===== src/rtl/clint_pkg.sv =====
// Shared constants, types and helpers for the core-local interrupt sequencer.
// Imported by the interface, the request decoder and the top.
package clint_pkg;

    localparam int unsigned XLEN    = 32;
    localparam int unsigned CSR_AW  = 12;
    localparam int unsigned IRQ_W   = 8;
    localparam int unsigned STATE_W = 7;

    typedef enum logic [CSR_AW-1:0] {
        CSR_MSTATUS = 12'h300,
        CSR_MTVEC   = 12'h305,
        CSR_MEPC    = 12'h341,
        CSR_MCAUSE  = 12'h342
    } csr_addr_e;

    localparam logic [XLEN-1:0] INST_ECALL  = 32'h0000_0073;
    localparam logic [XLEN-1:0] INST_EBREAK = 32'h0010_0073;
    localparam logic [XLEN-1:0] INST_MRET   = 32'h3020_0073;

    localparam logic [XLEN-1:0] DEF_CAUSE_ECALL  = 32'd11;
    localparam logic [XLEN-1:0] DEF_CAUSE_EBREAK = 32'd3;
    localparam logic [XLEN-1:0] DEF_CAUSE_EXT    = 32'h8000_000B;

    localparam int unsigned MSTATUS_MIE  = 3;
    localparam int unsigned MSTATUS_MPIE = 7;

    // One-hot sequencer states
    localparam logic [STATE_W-1:0] S_IDLE         = 7'b000_0001;
    localparam logic [STATE_W-1:0] S_MEPC         = 7'b000_0010;
    localparam logic [STATE_W-1:0] S_MSTATUS      = 7'b000_0100;
    localparam logic [STATE_W-1:0] S_MCAUSE       = 7'b000_1000;
    localparam logic [STATE_W-1:0] S_ASSERT       = 7'b001_0000;
    localparam logic [STATE_W-1:0] S_MSTATUS_MRET = 7'b010_0000;
    localparam logic [STATE_W-1:0] S_ASSERT_MRET  = 7'b100_0000;

    typedef enum logic [1:0] {
        REQ_NONE  = 2'd0,
        REQ_SYNC  = 2'd1,
        REQ_MRET  = 2'd2,
        REQ_ASYNC = 2'd3
    } req_e;

    typedef struct packed {
        logic            we;
        logic [XLEN-1:0] waddr;
        logic [XLEN-1:0] data;
    } csr_wr_t;

    function automatic csr_wr_t csr_write(input csr_addr_e addr, input logic [XLEN-1:0] data);
        csr_wr_t w;
        w.we    = 1'b1;
        w.waddr = XLEN'(addr);
        w.data  = data;
        return w;
    endfunction

    // Trap entry: stash MIE into MPIE and disable interrupts
    function automatic logic [XLEN-1:0] mstatus_on_trap(input logic [XLEN-1:0] ms);
        logic [XLEN-1:0] r;
        r               = ms;
        r[MSTATUS_MPIE] = ms[MSTATUS_MIE];
        r[MSTATUS_MIE]  = 1'b0;
        return r;
    endfunction

    // Trap return: restore MIE from MPIE and set MPIE
    function automatic logic [XLEN-1:0] mstatus_on_mret(input logic [XLEN-1:0] ms);
        logic [XLEN-1:0] r;
        r               = ms;
        r[MSTATUS_MIE]  = ms[MSTATUS_MPIE];
        r[MSTATUS_MPIE] = 1'b1;
        return r;
    endfunction

endpackage


===== src/rtl/clint_if.sv =====
// Bundle of id/ex, CSR-file and ctrl signals seen by the interrupt sequencer.
// master = sequencer side, slave = surrounding pipeline side.
interface clint_if;
    import clint_pkg::*;

    logic [IRQ_W-1:0] int_flag_i;
    logic [XLEN-1:0]  inst_i;
    logic [XLEN-1:0]  inst_addr_i;
    logic             jump_flag_i;
    logic [XLEN-1:0]  jump_addr_i;
    logic             div_started_i;
    logic [XLEN-1:0]  csr_mtvec_i;
    logic [XLEN-1:0]  csr_mepc_i;
    logic [XLEN-1:0]  csr_mstatus_i;
    logic             global_int_en_i;

    logic             we_o;
    logic [XLEN-1:0]  waddr_o;
    logic [XLEN-1:0]  data_o;
    logic             hold_flag_o;
    logic             int_assert_o;
    logic [XLEN-1:0]  int_addr_o;

    modport master (
        input  int_flag_i, inst_i, inst_addr_i, jump_flag_i, jump_addr_i,
        input  div_started_i, csr_mtvec_i, csr_mepc_i, csr_mstatus_i, global_int_en_i,
        output we_o, waddr_o, data_o, hold_flag_o, int_assert_o, int_addr_o
    );

    modport slave (
        output int_flag_i, inst_i, inst_addr_i, jump_flag_i, jump_addr_i,
        output div_started_i, csr_mtvec_i, csr_mepc_i, csr_mstatus_i, global_int_en_i,
        input  we_o, waddr_o, data_o, hold_flag_o, int_assert_o, int_addr_o
    );

endinterface


===== src/rtl/clint_decode.sv =====
// Combinational trap/return/interrupt request decode with fixed priority
// SYNC > MRET > ASYNC; only produces a request while the sequencer is idle.
module clint_decode
    import clint_pkg::*;
#(
    parameter logic [XLEN-1:0] CAUSE_ECALL  = DEF_CAUSE_ECALL,
    parameter logic [XLEN-1:0] CAUSE_EBREAK = DEF_CAUSE_EBREAK,
    parameter logic [XLEN-1:0] CAUSE_EXT    = DEF_CAUSE_EXT
) (
    input  logic             idle,
    input  logic [XLEN-1:0]  inst,
    input  logic [XLEN-1:0]  inst_addr,
    input  logic [IRQ_W-1:0] int_flag,
    input  logic             jump_flag,
    input  logic [XLEN-1:0]  jump_addr,
    input  logic             div_started,
    input  logic             global_int_en,
    output req_e             req_c,
    output logic [XLEN-1:0]  cause_c,
    output logic [XLEN-1:0]  epc_c
);

    logic is_ecall;
    logic is_ebreak;
    logic is_mret;
    logic irq_pending;

    assign is_ecall    = (inst == INST_ECALL);
    assign is_ebreak   = (inst == INST_EBREAK);
    assign is_mret     = (inst == INST_MRET);
    assign irq_pending = (|int_flag) && global_int_en && !div_started;

    // An interrupt taken during a redirect must return to the redirect target
    always_comb begin
        req_c   = REQ_NONE;
        cause_c = '0;
        epc_c   = '0;
        if (idle) begin
            if (is_ecall) begin
                req_c   = REQ_SYNC;
                cause_c = CAUSE_ECALL;
                epc_c   = inst_addr;
            end else if (is_ebreak) begin
                req_c   = REQ_SYNC;
                cause_c = CAUSE_EBREAK;
                epc_c   = inst_addr;
            end else if (is_mret) begin
                req_c   = REQ_MRET;
            end else if (irq_pending) begin
                req_c   = REQ_ASYNC;
                cause_c = CAUSE_EXT;
                epc_c   = jump_flag ? jump_addr : inst_addr;
            end
        end
    end

endmodule


===== src/rtl/clint.sv =====
// Core-local interrupt/exception sequencer: stalls the pipeline, performs the
// mepc/mstatus/mcause save (or mstatus restore) and redirects to mtvec/mepc.
module clint
    import clint_pkg::*;
#(
    parameter logic [XLEN-1:0] CAUSE_ECALL  = DEF_CAUSE_ECALL,
    parameter logic [XLEN-1:0] CAUSE_EBREAK = DEF_CAUSE_EBREAK,
    parameter logic [XLEN-1:0] CAUSE_EXT    = DEF_CAUSE_EXT
) (
    input  logic     clk,
    input  logic     rst,
    clint_if.master  bus
);

    logic [STATE_W-1:0] state;
    logic [STATE_W-1:0] state_nx;

    req_e            req;
    logic [XLEN-1:0] dec_cause;
    logic [XLEN-1:0] dec_epc;

    logic [XLEN-1:0] epc_q;
    logic [XLEN-1:0] epc_d;
    logic [XLEN-1:0] cause_q;
    logic [XLEN-1:0] cause_d;

    csr_wr_t         wr_q;
    csr_wr_t         wr_d;
    logic            assert_q;
    logic            assert_d;
    logic [XLEN-1:0] int_addr_q;
    logic [XLEN-1:0] int_addr_d;

    clint_decode #(
        .CAUSE_ECALL   (CAUSE_ECALL),
        .CAUSE_EBREAK  (CAUSE_EBREAK),
        .CAUSE_EXT     (CAUSE_EXT)
    ) u_decode (
        .idle          (state == S_IDLE),
        .inst          (bus.inst_i),
        .inst_addr     (bus.inst_addr_i),
        .int_flag      (bus.int_flag_i),
        .jump_flag     (bus.jump_flag_i),
        .jump_addr     (bus.jump_addr_i),
        .div_started   (bus.div_started_i),
        .global_int_en (bus.global_int_en_i),
        .req_c         (req),
        .cause_c       (dec_cause),
        .epc_c         (dec_epc)
    );

    always_ff @(posedge clk or negedge rst) begin
        if (!rst) begin
            state <= S_IDLE;
        end else begin
            state <= state_nx;
        end
    end

    // Next state plus the CSR write / redirect to present in the following cycle
    always_comb begin
        state_nx   = state;
        epc_d      = epc_q;
        cause_d    = cause_q;
        wr_d       = '0;
        assert_d   = 1'b0;
        int_addr_d = '0;
        case (state)
            S_IDLE: begin
                if ((req == REQ_SYNC) || (req == REQ_ASYNC)) begin
                    state_nx = S_MEPC;
                    epc_d    = dec_epc;
                    cause_d  = dec_cause;
                end else if (req == REQ_MRET) begin
                    state_nx = S_MSTATUS_MRET;
                end
            end
            S_MEPC: begin
                wr_d     = csr_write(CSR_MEPC, epc_q);
                state_nx = S_MSTATUS;
            end
            S_MSTATUS: begin
                wr_d     = csr_write(CSR_MSTATUS, mstatus_on_trap(bus.csr_mstatus_i));
                state_nx = S_MCAUSE;
            end
            S_MCAUSE: begin
                wr_d     = csr_write(CSR_MCAUSE, cause_q);
                state_nx = S_ASSERT;
            end
            S_ASSERT: begin
                assert_d   = 1'b1;
                int_addr_d = bus.csr_mtvec_i;
                state_nx   = S_IDLE;
            end
            S_MSTATUS_MRET: begin
                wr_d     = csr_write(CSR_MSTATUS, mstatus_on_mret(bus.csr_mstatus_i));
                state_nx = S_ASSERT_MRET;
            end
            S_ASSERT_MRET: begin
                assert_d   = 1'b1;
                int_addr_d = bus.csr_mepc_i;
                state_nx   = S_IDLE;
            end
            default: begin
                state_nx = S_IDLE;
            end
        endcase
    end

    always_ff @(posedge clk or negedge rst) begin
        if (!rst) begin
            epc_q      <= '0;
            cause_q    <= '0;
            wr_q       <= '0;
            assert_q   <= 1'b0;
            int_addr_q <= '0;
        end else begin
            epc_q      <= epc_d;
            cause_q    <= cause_d;
            wr_q       <= wr_d;
            assert_q   <= assert_d;
            int_addr_q <= int_addr_d;
        end
    end

    // Hold is combinational so ex stalls in the very cycle a request is seen
    assign bus.hold_flag_o  = (state != S_IDLE) || (req != REQ_NONE);
    assign bus.we_o         = wr_q.we;
    assign bus.waddr_o      = wr_q.waddr;
    assign bus.data_o       = wr_q.data;
    assign bus.int_assert_o = assert_q;
    assign bus.int_addr_o   = int_addr_q;

endmodule


===== src/flat_wrapper.sv =====
// flat-port wrapper written by rule: the top's interface ports become plain ports
module clint_flat import clint_pkg::*;
#(
    parameter logic [XLEN-1:0] CAUSE_ECALL  = DEF_CAUSE_ECALL,
    parameter logic [XLEN-1:0] CAUSE_EBREAK = DEF_CAUSE_EBREAK,
    parameter logic [XLEN-1:0] CAUSE_EXT    = DEF_CAUSE_EXT
)
  (clk, rst, bus_int_flag_i, bus_inst_i, bus_inst_addr_i, bus_jump_flag_i, bus_jump_addr_i, bus_div_started_i, bus_csr_mtvec_i, bus_csr_mepc_i, bus_csr_mstatus_i, bus_global_int_en_i, bus_we_o, bus_waddr_o, bus_data_o, bus_hold_flag_o, bus_int_assert_o, bus_int_addr_o);
  clint_if bus_i ();
  input  logic clk;
  input  logic rst;
  input wire logic [$bits(bus_i.int_flag_i)-1:0] bus_int_flag_i;
  input wire logic [$bits(bus_i.inst_i)-1:0] bus_inst_i;
  input wire logic [$bits(bus_i.inst_addr_i)-1:0] bus_inst_addr_i;
  input wire logic [$bits(bus_i.jump_flag_i)-1:0] bus_jump_flag_i;
  input wire logic [$bits(bus_i.jump_addr_i)-1:0] bus_jump_addr_i;
  input wire logic [$bits(bus_i.div_started_i)-1:0] bus_div_started_i;
  input wire logic [$bits(bus_i.csr_mtvec_i)-1:0] bus_csr_mtvec_i;
  input wire logic [$bits(bus_i.csr_mepc_i)-1:0] bus_csr_mepc_i;
  input wire logic [$bits(bus_i.csr_mstatus_i)-1:0] bus_csr_mstatus_i;
  input wire logic [$bits(bus_i.global_int_en_i)-1:0] bus_global_int_en_i;
  output wire logic [$bits(bus_i.we_o)-1:0] bus_we_o;
  output wire logic [$bits(bus_i.waddr_o)-1:0] bus_waddr_o;
  output wire logic [$bits(bus_i.data_o)-1:0] bus_data_o;
  output wire logic [$bits(bus_i.hold_flag_o)-1:0] bus_hold_flag_o;
  output wire logic [$bits(bus_i.int_assert_o)-1:0] bus_int_assert_o;
  output wire logic [$bits(bus_i.int_addr_o)-1:0] bus_int_addr_o;
  assign bus_i.int_flag_i = bus_int_flag_i;
  assign bus_i.inst_i = bus_inst_i;
  assign bus_i.inst_addr_i = bus_inst_addr_i;
  assign bus_i.jump_flag_i = bus_jump_flag_i;
  assign bus_i.jump_addr_i = bus_jump_addr_i;
  assign bus_i.div_started_i = bus_div_started_i;
  assign bus_i.csr_mtvec_i = bus_csr_mtvec_i;
  assign bus_i.csr_mepc_i = bus_csr_mepc_i;
  assign bus_i.csr_mstatus_i = bus_csr_mstatus_i;
  assign bus_i.global_int_en_i = bus_global_int_en_i;
  assign bus_we_o = bus_i.we_o;
  assign bus_waddr_o = bus_i.waddr_o;
  assign bus_data_o = bus_i.data_o;
  assign bus_hold_flag_o = bus_i.hold_flag_o;
  assign bus_int_assert_o = bus_i.int_assert_o;
  assign bus_int_addr_o = bus_i.int_addr_o;
  clint #(.CAUSE_ECALL(CAUSE_ECALL), .CAUSE_EBREAK(CAUSE_EBREAK), .CAUSE_EXT(CAUSE_EXT)) u_core (.clk(clk), .rst(rst), .bus(bus_i));
endmodule

===== config.mk =====
export PLATFORM = sky130hd
export DESIGN_NAME = clint_flat
export DESIGN_NICKNAME = d
export VERILOG_FILES = /design/src/rtl/clint_pkg.sv /design/src/rtl/clint_if.sv /design/src/rtl/clint_decode.sv /design/src/rtl/clint.sv /design/src/flat_wrapper.sv
export SDC_FILE = /design/constraint.sdc
export NUM_CORES = 1
export LEC_CHECK = 0
export CORE_MARGIN = 2
export CORE_UTILIZATION = 43
export CTS_BUF_LIST = sky130_fd_sc_hd__clkbuf_4 sky130_fd_sc_hd__clkbuf_8 sky130_fd_sc_hd__clkbuf_16
export DETAILED_ROUTE_END_ITERATION = 10
export PLACE_DENSITY = 0.9
export SYNTH_ARGS = -nofsm -noshare
export SYNTH_HDL_FRONTEND = slang
export SYNTH_HIERARCHICAL = 1
export SYNTH_SLANG_ARGS = --single-unit

===== constraint.sdc =====
create_clock -name clk -period 3.65 [get_ports clk]
set_clock_uncertainty 0.1 [all_clocks]
set_input_delay 0.5475 -clock clk [delete_from_list [all_inputs] [get_ports clk]]
set_output_delay 0.5475 -clock clk [all_outputs]
set_load 0.01 [all_outputs]

==> flow_summary.json, run 1 <==
{
  "port_buffers": 276,
  "setup_viol": 0,
  "antennaDiodeCount": 0,
  "worstSetupPathType": "input port to primary output",
  "finalInstanceArea_um2": 10100,
  "crit_path_max_incr_delay_ns": 0.50,
  "final_core_util": 0.659,
  "num_rows": 45,
  "startpoint_type": "input port",
  "irDropWorstVdd_mv": 0.349,
  "h-tree-depth": 4,
  "end_kind": "primary output",
  "outcome": "finished, final reports clean",
  "final_cells": 1050,
  "tritoncts": "built",
  "dp.cells": 1017,
  "postRouteAntennaNets": 0,
  "mostFrequentLayoutCell": "clkdlybuf4s50_1",
  "worst_path_dominant_cell_family": "simple AND/OR/NAND/NOR gates",
  "ys_seq_area_frac": 0.522,
  "timing.slew.headroom": 0.147,
  "required_ns": 3.00,
  "syn_area_per_cell_um2": 11.9,
  "grt_antenna_before_repair": 0,
  "setup_ws_ns": 0.0969,
  "core_um2": 15300,
  "regArea_um2": 3500,
  "fin_hold_ws_ns": 0.0912,
  "clk_pin_slew_ns": 0.06,
  "die_width_um": 129,
  "area_growth_syn_to_layout_pct": 49.7,
  "slowest_stage": "or4b_4",
  "via_per_inst": 5.05,
  "dieArea_um2": 16600,
  "period_share": 0.973,
  "drv_cap": 0,
  "crit_fanout": 2,
  "multi_input_area_um2": 2600,
  "synth.yosys.warnings": 6,
  "hpwl_um": 13400,
  "async_reset_ff_frac": 1.00,
  "power_leakage_nw": 4.36,
  "grt_pass1_wl_um": 28200,
  "fin_tns_setup_ns": 0,
  "initial_core_util": 0.440,
  "worstSkewPairLatency_ns": 0.42,
  "p_total_mw": 5.83,
  "finalCriticalPeriod_ns": 3.55,
  "rsz0062_at_grt": "no",
  "power.density_nw_per_um2": 579,
  "yosys_most_used_dff": "dfrtp_1",
  "drt_pass1_iterations": 4,
  "max_freq_ghz": 0.281,
  "cts-root-buf": "clkbuf_16",
  "track_usage": 0.223,
  "gr-total-overflow": 0,
  "place_ws_ns": -0.560,
  "postPlaceCellArea_um2": 9400,
  "cts_sinks": 140,
  "arrival_ns": 2.91,
  "hold_viol": 0,
  "final_layout_size_suffix_gt1_frac": 0.169,
  "synthDistinctLibCells": 51,
  "crit_chain": "clkdlybuf4s50_1 -> or4_4 -> nor4_4 -> nand4_2 -> nor2b_4 -> o21a_1 -> or4b_4 -> buf_6",
  "wl_um": 18400,
  "syn_area_um2": 6720,
  "cp_num_buf_inv": 2,
  "slew_violations": 0,
  "hold_path.class": "input port to async pin",
  "drt-wirelength-per-cell_um": 17.5,
  "routabilityCongestion": 0.818,
  "hold_buffers": 0,
  "layout_common_cells": "clkdlybuf4s50_1, dfrtp_1, mux2_2",
  "grt_max_degree": 90,
  "cts_buffers": 17,
  "layout.nets": 1031,
  "ys_ff_latch": 140,
  "post-route-drc-count": 0,
  "io_pins": 304,
  "grt_pass1_vias": 5471,
  "drtIter0Drc": 211,
  "synth_edf_count": 0,
  "fillers": 1136,
  "worstMarginPinSlew_ns": 1.27,
  "num_vias": 5298,
  "cts_max_path_buffers": 2,
  "synth_cells": 563,
  "die_h_um": 129
}
==> power by group <==
| group | switching (mW) | internal (mW) | total, mW |
|---|---|---|---|
| Sequential | 0.222 | 1.98 | 2.20 |
| Clock | 0.676 | 1.13 | 1.80 |
| Combinational | 0.892 | 0.934 | 1.83 |
==> cells by family (layout without fill, tap and decap cells) <==
family / after synthesis / after routing / share of synthesized area
flip-flops: 140 / 140 / 0.522
buffers and inverters: 135 / 358 / 0.125
AND/OR/NAND/NOR: 112 / 112 / 0.100
AO/OA/AOI/OAI: 109 / 109 / 0.144
multiplexers: 64 / 64 / 0.107
other: 2 / 55 / 0.00112
XOR/XNOR: 1 / 1 / 0.00130
==> Yosys cell counts, drive strengths merged (3+ instances only) <==
master  count  area share
or4         5      0.0067
and3        3      0.0028
a221o      30       0.046
nor4       33       0.034
dfrtp     139        0.52
clkbuf     22       0.012
mux2       64        0.11
nor2b       3      0.0028
inv        33       0.018
a22oi      32       0.036
buf        80       0.094
nand2       3      0.0017
a22o       33       0.044
nor3        7      0.0076
nor2       40       0.022
==> sequential cells by signal (all words and copies together) (netlist names) <==
register / count
u_core/bus.int_addr_o: 32
u_core/bus.waddr_o: 4
u_core/epc_q: 32
u_core/state: 7
u_core/cause_q: 32
u_core/bus.int_assert_o: 1
u_core/bus.data_o: 32
==> routing by layer <==
metal  global-route usage  routed length (µm)  vias to the layer above
met5                    0                   0                        -
met4               0.0806                 305                        0
met3               0.0657                1360                       22
met2                0.406                9680                      219
met1                0.248                7040                     2574
li1                     -                   -                     2483
==> repair_timing <==
item	CTS	global route
gates resized for setup	6	6
buffers inserted	1	0
setup endpoints to repair	1	1
pin swaps	2	6
hold endpoints to repair	0	0
==> area by class of cell <==
class,instances,share of cell area
Multi-Input combinational cell,341,0.259
Tap cell,211,0.0262
Clock buffer,20,0.0458
Timing Repair Buffer,293,0.292
Inverter,33,0.0123
Sequential cell,140,0.348
Clock inverter,12,0.0160
==> path summary, 6_finish.rpt <==
path,end,cells past startpoint,slack [ns],startpoint
hold reg to reg,u_core/bus.data_o[9]$_DFF_PN0_,1,0.40,u_core/cause_q[9]$_DFFE_PN0P_
min in group clk,u_core/bus.data_o[9]$_DFF_PN0_,1,0.40,u_core/cause_q[9]$_DFFE_PN0P_
setup / recovery,bus_hold_flag_o,8,0.1,bus_inst_i[13]
setup reg to reg,u_core/epc_q[5]$_DFFE_PN0P_,8,0.74,u_core/state[2]$_DFFE_PN0P_
max in group asynchronous,u_core/state[0]$_DFFE_PN1P_,2,2.51,rst
hold / removal,u_core/cause_q[18]$_DFFE_PN0P_,1,0.09,rst
(Power assumes the default switching activity.)
==> run 2, diff against run 1 <==
--- a/config.mk
+++ b/config.mk
@@ -9,7 +9,7 @@
 export CORE_UTILIZATION = 43
 export CTS_BUF_LIST = sky130_fd_sc_hd__clkbuf_4 sky130_fd_sc_hd__clkbuf_8 sky130_fd_sc_hd__clkbuf_16
 export DETAILED_ROUTE_END_ITERATION = 10
-export PLACE_DENSITY = 0.9
+export PLACE_DENSITY = 0.85
 export SYNTH_ARGS = -nofsm -noshare
 export SYNTH_HDL_FRONTEND = slang
 export SYNTH_HIERARCHICAL = 1
==> flow_summary.json, run 2 (synthesized netlist as in run 1, its figures left out) <==
{
  "gr-total-overflow": 0,
  "die_width_um": 129,
  "io_pins": 304,
  "setup_viol": 0,
  "slew_violations": 0,
  "cts_buffers": 17,
  "layout.nets": 1036,
  "slowest_stage": "or4b_4",
  "drv_cap": 0,
  "mostFrequentLayoutCell": "clkdlybuf4s50_1",
  "power_leakage_nw": 4.39,
  "hpwl_um": 14100,
  "postPlaceCellArea_um2": 9460,
  "clk_pin_slew_ns": 0.06,
  "grt_pass1_wl_um": 29200,
  "cts_max_path_buffers": 2,
  "tritoncts": "built",
  "track_usage": 0.232,
  "worstSetupPathType": "input port to primary output",
  "setup_ws_ns": 0.0956,
  "min_from": "u_core/cause_q[15]$_DFFE_PN0P_",
  "cp_num_buf_inv": 3,
  "area_growth_syn_to_layout_pct": 50.6,
  "dp.cells": 1020,
  "finalInstanceArea_um2": 10100,
  "antennaDiodeCount": 0,
  "post-route-drc-count": 0,
  "final_layout_size_suffix_gt1_frac": 0.174,
  "hold_path.class": "flip-flop to flip-flop",
  "crit_path_max_incr_delay_ns": 0.56,
  "max_freq_ghz": 0.281,
  "cts-root-buf": "clkbuf_16",
  "grt_max_degree": 92,
  "drt_pass1_iterations": 4,
  "fin_hold_ws_ns": 0.402,
  "irDropWorstVdd_mv": 0.325,
  "cts_sinks": 140,
  "cp-startpoint": "bus_inst_i[13]",
  "worst_path_dominant_cell_family": "simple AND/OR/NAND/NOR gates",
  "startpoint_type": "input port",
  "power.density_nw_per_um2": 576,
  "port_buffers": 276,
  "num_rows": 45,
  "h-tree-depth": 4,
  "p_total_mw": 5.83,
  "drtIter0Drc": 223,
  "arrival_ns": 2.91,
  "end_kind": "primary output",
  "r2r-start": "u_core/state[2]$_DFFE_PN0P_",
  "rsz0062_at_grt": "no",
  "place_ws_ns": -0.485,
  "drt-wirelength-per-cell_um": 18.4,
  "die_h_um": 129,
  "required_ns": 3.00,
  "final_cells": 1055,
  "worstSkewPairLatency_ns": 0.41,
  "layout_common_cells": "clkdlybuf4s50_1, dfrtp_1, mux2_2",
  "crit_fanout": 2,
  "period_share": 0.974,
  "core_um2": 15300,
  "postRouteAntennaNets": 0,
  "wl_um": 19400,
  "outcome": "finished, final reports clean",
  "finalCriticalPeriod_ns": 3.55,
  "timing.slew.headroom": 0.259,
  "num_vias": 5435,
  "routabilityCongestion": 0.805,
  "worstMarginPinSlew_ns": 1.11,
  "via_per_inst": 5.15,
  "grt_antenna_before_repair": 0,
  "grt_pass1_vias": 5578,
  "dieArea_um2": 16600,
  "hold_viol": 0,
  "initial_core_util": 0.440,
  "crit_chain": "clkdlybuf4s50_1 -> or4_4 -> nor4_4 -> buf_4 -> and4_4 -> a211oi_1 -> or4b_4 -> buf_6"
}
[run 2: layout make-up]
type	count	area, µm²
tap	211	264
clock inverter	14	171
sequential	140	3500
multi-input combinational	341	2600
fill	1166	5140
inverter	33	124
clock buffer	18	433
timing repair buffer	298	3020
[run 2: power breakdown]
part           internal, mW  switching [mW]
registers              1.98           0.219
logic                 0.947           0.933
clock network          1.08           0.667
total                  4.01            1.82
[run 2: routing by layer]
metal,up-vias,track usage,part of all wire
met3,37,0.0628,0.073
met5,-,0,0
met1,2664,0.261,0.38
li1,2499,-,-
met2,235,0.417,0.52
met4,0,0.0914,0.026
[run 2: worst reg2reg max path, stage by stage (launching register included)]
cell and delay, ns:
dfrtp_1 0.47, nor4b_1 0.52, and2_1 0.36, inv_1 0.11, a2111o_1 0.38, nor3b_2 0.57, buf_12 0.27, a22o_1 0.23
mux2_2 0.16
[run 2: stage by stage]
stage	setup TNS, ns	util
after floorplan	0	-
after global placement	-0.453	0.620
after detailed placement	-3.04	0.620
after CTS	0	0.661
after global routing	0	0.663
final	0	0.663
[run 2: path summary, 6_finish.rpt]
path / to / slack (ns) / cells after the start
max: bus_hold_flag_o / 0.1 / 8
min: u_core/bus.data_o[15]$_DFF_PN0_ / 0.40 / 1
max reg2reg: u_core/epc_q[6]$_DFFE_PN0P_ / 0.44 / 8
min reg2reg: u_core/bus.data_o[15]$_DFF_PN0_ / 0.40 / 1
max in group asynchronous: u_core/state[0]$_DFFE_PN1P_ / 2.07 / 3
min in group asynchronous: u_core/epc_q[13]$_DFFE_PN0P_ / 0.53 / 2
[run 2: what timing repair did]
action	4_1_cts	5_1_grt
hold buffers	1	0
setup buffers	1	1
pin swaps	3	6
hold endpoints to repair	49	0
resized for setup	7	7
setup endpoints to repair	1	1
==> run 3, diff against run 2 <==
--- a/config.mk
+++ b/config.mk
@@ -14,3 +14,4 @@
 export SYNTH_HDL_FRONTEND = slang
 export SYNTH_HIERARCHICAL = 1
 export SYNTH_SLANG_ARGS = --single-unit
+export TNS_END_PERCENT = 5
==> results of run 3 <==
The final DEF is identical to that of run 2; final timing and power are the same.
